===== src/rtl/bcd_to_sseg.sv =====
// Registered BCD/hex to seven-segment decoder, one digit.
// Lamp test and blanking, selectable output polarity.
module bcd_to_sseg #(
  parameter bit ACTIVE_LOW = 1'b1,
  parameter bit HEX_EN     = 1'b0
) (
  input  logic       clk,
  input  logic       rst,
  input  logic       en,
  input  logic       blank,
  input  logic       lamp_test,
  input  logic [3:0] inBCD,
  output logic [6:0] SSeg
);

  localparam logic [6:0] OFF = ACTIVE_LOW ? 7'h7F : 7'h00;

  logic [6:0] pat;
  logic [6:0] hi;
  logic [6:0] nxt;

  // Active-high pattern, bit order g..a
  always_comb begin
    pat = 7'h00;
    case (inBCD)
      4'h0:    pat = 7'h3F;
      4'h1:    pat = 7'h06;
      4'h2:    pat = 7'h5B;
      4'h3:    pat = 7'h4F;
      4'h4:    pat = 7'h66;
      4'h5:    pat = 7'h6D;
      4'h6:    pat = 7'h7D;
      4'h7:    pat = 7'h07;
      4'h8:    pat = 7'h7F;
      4'h9:    pat = 7'h6F;
      4'hA:    pat = HEX_EN ? 7'h77 : 7'h00;
      4'hB:    pat = HEX_EN ? 7'h7C : 7'h00;
      4'hC:    pat = HEX_EN ? 7'h39 : 7'h00;
      4'hD:    pat = HEX_EN ? 7'h5E : 7'h00;
      4'hE:    pat = HEX_EN ? 7'h79 : 7'h00;
      4'hF:    pat = HEX_EN ? 7'h71 : 7'h00;
      default: pat = 7'h00;
    endcase
  end

  always_comb begin
    hi = pat;
    unique case (1'b1)
      lamp_test:           hi = 7'h7F;
      !lamp_test && blank: hi = 7'h00;
      !lamp_test && !blank: hi = pat;
    endcase
    nxt = ACTIVE_LOW ? ~hi : hi;
  end

  always_ff @(posedge clk) begin
    if (rst)
      SSeg <= OFF;
    else if (en)
      SSeg <= nxt;
  end

endmodule


===== config.mk =====
export PLATFORM = sky130hd
export DESIGN_NAME = bcd_to_sseg
export DESIGN_NICKNAME = d
export VERILOG_FILES = /design/src/rtl/bcd_to_sseg.sv
export SDC_FILE = /design/constraint.sdc
export NUM_CORES = 1
export LEC_CHECK = 0
export BUFFER_PORTS_ARGS = -buffer_cell sky130_fd_sc_hd__buf_2
export CAP_MARGIN = 20
export CORE_AREA = 3 3 40 42
export CTS_BUF_LIST = sky130_fd_sc_hd__clkbuf_4 sky130_fd_sc_hd__clkbuf_8 sky130_fd_sc_hd__clkbuf_16
export DETAILED_ROUTE_END_ITERATION = 16
export DIE_AREA = 0 0 43 45
export PLACE_DENSITY = 0.67
export SLEW_MARGIN = 20
export SYNTH_ARGS = -nofsm -noshare
export SYNTH_HDL_FRONTEND = slang
export SYNTH_SLANG_ARGS = --single-unit

===== constraint.sdc =====
create_clock -name clk -period 0.8 [get_ports clk]
set_clock_uncertainty 0.15 [all_clocks]
set_input_delay 0.04 -clock clk [delete_from_list [all_inputs] [get_ports clk]]
set_output_delay 0.04 -clock clk [all_outputs]
set_load 0.1 [all_outputs]

After elaboration in Yosys (flattened, before gate mapping)
Memories as Yosys holds them, arrays and structs flattened. Cells that the tools add are included.

Register bits: 7. ROM bits: 112. Memories: 1. Word-level logic and storage cells: 8. Output and inout port bits: 7. Memory bits (writable): 0. Latch bits: 0.

Magnitude comparators: 0. Equality and inequality tests: 0. Mux-type cells: 1. Shift-type cells: 0. Reductions and logical operators: 4. Add/sub/neg operators: 0. Multipliers: 0. Bitwise operators: 1. Divide/modulo/power cells: 0.

Memory list: (name not given) (words 16, width 7, rd ports 1, clocked after Yosys merged registers in 0, write ports 0, line 25) `case (inBCD)`.

Operators by type and width (count): 7-bit one-hot mux with 3 select lines (1); 7-bit inverter (1); 1-bit logical AND (2); 1-bit zero test (2).

Depth between registers and ports, before layout
Depth in word-level cells: 4. Gate-level depth with buffers: 5. Mapped depth without buffers: 5.

Worst setup path after synthesis
OpenSTA, ideal clock, no wires.

Path kind: register to register. Start point: register, netlist name SSeg[0]. End point: register SSeg[0]. Path buffers: 0. Clock period less this slack: 1.446 ns. Stages on the path, launching flop included: 3. Library setup time: 0.079 ns. Data arrival time: 1.217 ns. Setup slack: -0.646 ns. Path through: dfxtp_1 inv_1 o221ai_2.

RTL lines: to (signal assigned) (line 60) `SSeg <= nxt;`; to (decl) (line 13) `output logic [6:0] SSeg`.

Worst setup path in the final report
Start point: register SSeg[3]. End point: output port SSeg[3].

No word-level cell between the ends.

==> flow_summary.json <==
{
  "status": "complete, but fails checks",
  "violations": "hold timing, setup timing",
  "switching_share_pct": 37.2,
  "p_int_uw": 855,
  "whs_ns": -0.110,
  "use_met1_pct": 16.5,
  "wl_um": 1160,
  "synth-simple-area-share_pct": 16.7,
  "p_comb_share_pct": 43.6,
  "drc": 0,
  "fin_crit_ns": 0.973,
  "crit_type": "reg -> out",
  "relSlewSlack_pct": 84.9,
  "finalCritPeriodShare_pct": 122,
  "nets": 100,
  "worst_pin_slew_ns": 0.226,
  "antenna_found_initial": 0,
  "portBuffers": 15,
  "slowest_stage": "dfxtp_4",
  "cts_sinks": 7,
  "synth.cell_area_sq_um": 458,
  "drt_iter0_markers": 12,
  "synth_adder_area_share_pct": 13.7,
  "pwr-share-clk_pct": 26.3,
  "power_frac_seq_pct": 30.1,
  "muxShareOfSynthArea_pct": 0,
  "top_register": "SSeg",
  "leakage_nw": 0.407,
  "rsz0062_at_grt": "yes",
  "dieArea_sq_um": 1940,
  "synth_xor_area_share_pct": 0,
  "root_buffer": "clkbuf_4",
  "core-area_sq_um": 1280,
  "setup_violations": 13,
  "grt_pass1_wl_um": 2040,
  "antenna_cells": 0,
  "max-clock-path-buffers": 2,
  "yosysWarningCount": 0,
  "finalWorstSetupSlack_ns": -0.173,
  "numCtsBuffers": 3,
  "report.power.total_mw": 1.36,
  "grt_start_max_net_pins": 9,
  "worstSetupStartpointType": "flop",
  "place_congestion": 0.787,
  "place_area_sq_um": 753,
  "syn_inst": 52,
  "synth_compound_area_share_pct": 31.7,
  "vias": 482,
  "hp-class": "in -> reg",
  "p_per_area_nw_per_um2": 1540,
  "ys_ff_latch": 7,
  "clock_latency_ns": 0.25,
  "crit_chain": "buf_12",
  "p_sw_uw": 506,
  "num_rows": 13,
  "fillers": 105,
  "peakVddDrop_mv": 0.966,
  "ioPinCount": 16,
  "syn2layout_area_growth_pct": 93.4,
  "cp-end-kind": "output pin",
  "grt_use_met3_pct": 3.59,
  "use_met2_pct": 24.0,
  "drive_gt1_share_pct": 68.2,
  "synth_top_family_by_area": "compound AO/OA/AOI/OAI gates",
  "cp.arrival_ns": 0.78,
  "clk_pin_slew_worst_paths_ns": 0.05,
  "syn_nets": 66,
  "largest_reg_flops": 7,
  "synth-seq-area-share_pct": 30.6,
  "die_y_um": 45,
  "finalMaxSlewViolations": 0,
  "place_hpwl_um": 933,
  "fin_area_sq_um": 886,
  "vias_per_cell": 4.82,
  "tritoncts": "yes",
  "htreeDepth": 1,
  "start_util_pct": 35.6,
  "cap_violations": 0,
  "pre_cts_ws_ns": -0.309,
  "wl_per_cell_um": 11.6,
  "cpPeakStageDelay_ns": 0.36,
  "busiest_layer": "met2",
  "crit_path_max_fanout": 2,
  "dieWidth_um": 43,
  "synth.avg_cell_area_sq_um": 8.81,
  "track_usage_pct": 14.6,
  "grt_pass1_vias": 488,
  "ys_types": 20,
  "fmax_ghz": 1.03,
  "reg_top3": "SSeg: 7 flops",
  "overflow": 0,
  "finalHoldViolations": 7,
  "cp.required_ns": 0.61,
  "first_pass_iters": 2,
  "drt.antenna.violating_nets": 0,
  "crit_family": "flip-flops",
  "worstPathBufferInverterCount": 1
}
==> power groups by stage <==
stage	clock network [mW]	registers, mW	logic (mW)
after CTS	0.377	0.409	0.579
after detailed placement	0	0.416	0.521
after global placement	0	0.415	0.513
after global routing	0.406	0.412	0.625
after floorplan	0	0.604	0.106
final	0.357	0.409	0.594
==> layout by cell type (no fill, tap or decap), types with 4 or more instances in the layout <==
master	count
buf_12	7
buf_2	7
buf_4	9
buf_6	6
clkbuf_4	4
dfxtp_4	7
ha_1	4
inv_2	5
nand2b_1	8
==> kinds of logic after synthesis <==
family / Yosys count
compound gates: 18
buf+inv: 9
flops: 7
simple gates: 13
fa+ha+maj: 5
==> stage by stage <==
step	util [%]	setup TNS, ns	instances	hold slack, ns
3_3_place_gp	58.6	-1.55	90	0.140
3_5_place_dp	58.6	-1.74	90	0.143
6_report	68.9	-1.61	100	-0.110
2_1_floorplan	-	-0.844	52	-0.0209
5_1_grt	68.9	-1.96	100	-0.117
4_1_cts	67.2	-1.68	99	-0.121
==> layout make-up <==
type                            count  area, sq um  share of cell area (%)
Clock buffer                        4         30.0                    3.39
Sequential cell                     7          166                    18.8
Multi-Input combinational cell     36          324                    36.6
Tap cell                           15         18.8                    2.12
Inverter                            9         36.3                    4.10
Timing Repair Buffer               29          310                    35.0
==> layer usage <==
metal  share of wire (%)  vias to the layer above
li1                    -                      243
met1                  41                      222
met2                  52                       15
met3                 4.6                        2
met4                 2.0                        0
met5                   0                        -
==> synth_stat cells <==
cell	count	area share, %
a211oi_1	1	1.6
a21o_1	1	1.6
a21oi_1	5	5.5
a21oi_2	1	1.9
a21oi_4	1	3.6
and2b_4	1	2.2
dfxtp_1	7	31
ha_1	5	14
inv_1	9	7.4
nand2_1	1	0.82
nand2b_1	8	11
nor2_1	2	1.6
nor3_1	1	1.1
o211ai_2	1	2.7
o21ai_0	1	1.1
o21ai_1	1	1.1
o21ai_2	1	1.9
o221ai_1	3	5.7
o221ai_2	1	3.3
o31ai_1	1	1.6
==> tightest hold or removal path, delay by kind of cell <==
family	cells	cell delay [ns]
AOI/OAI and AO/OA	2	0.11
buffers and inverters	1	0.11
==> worst paths after layout <==
path / from / to / slack [ns] / depth (start not counted)
setup reg to reg: SSeg[2] / SSeg[2] / -0.10 / 3
hold / removal: rst / SSeg[6] / -0.11 / 3
hold reg to reg: SSeg[3] / SSeg[3] / 0.38 / 2
setup / recovery: SSeg[3] / SSeg[3] / -0.17 / 1
==> repair_timing <==
| action | 4_1_cts | 5_1_grt |
|---|---|---|
| endpoints found under the setup margin | 10 | 14 |
| gates resized for setup | 10 | 5 |
| endpoints found under the hold margin | 7 | 7 |
| pin swaps | 2 | 3 |
| gates cloned | 0 | 0 |
| setup buffers | 5 | 1 |
Note: power is estimated with default switching activity, not from simulation.
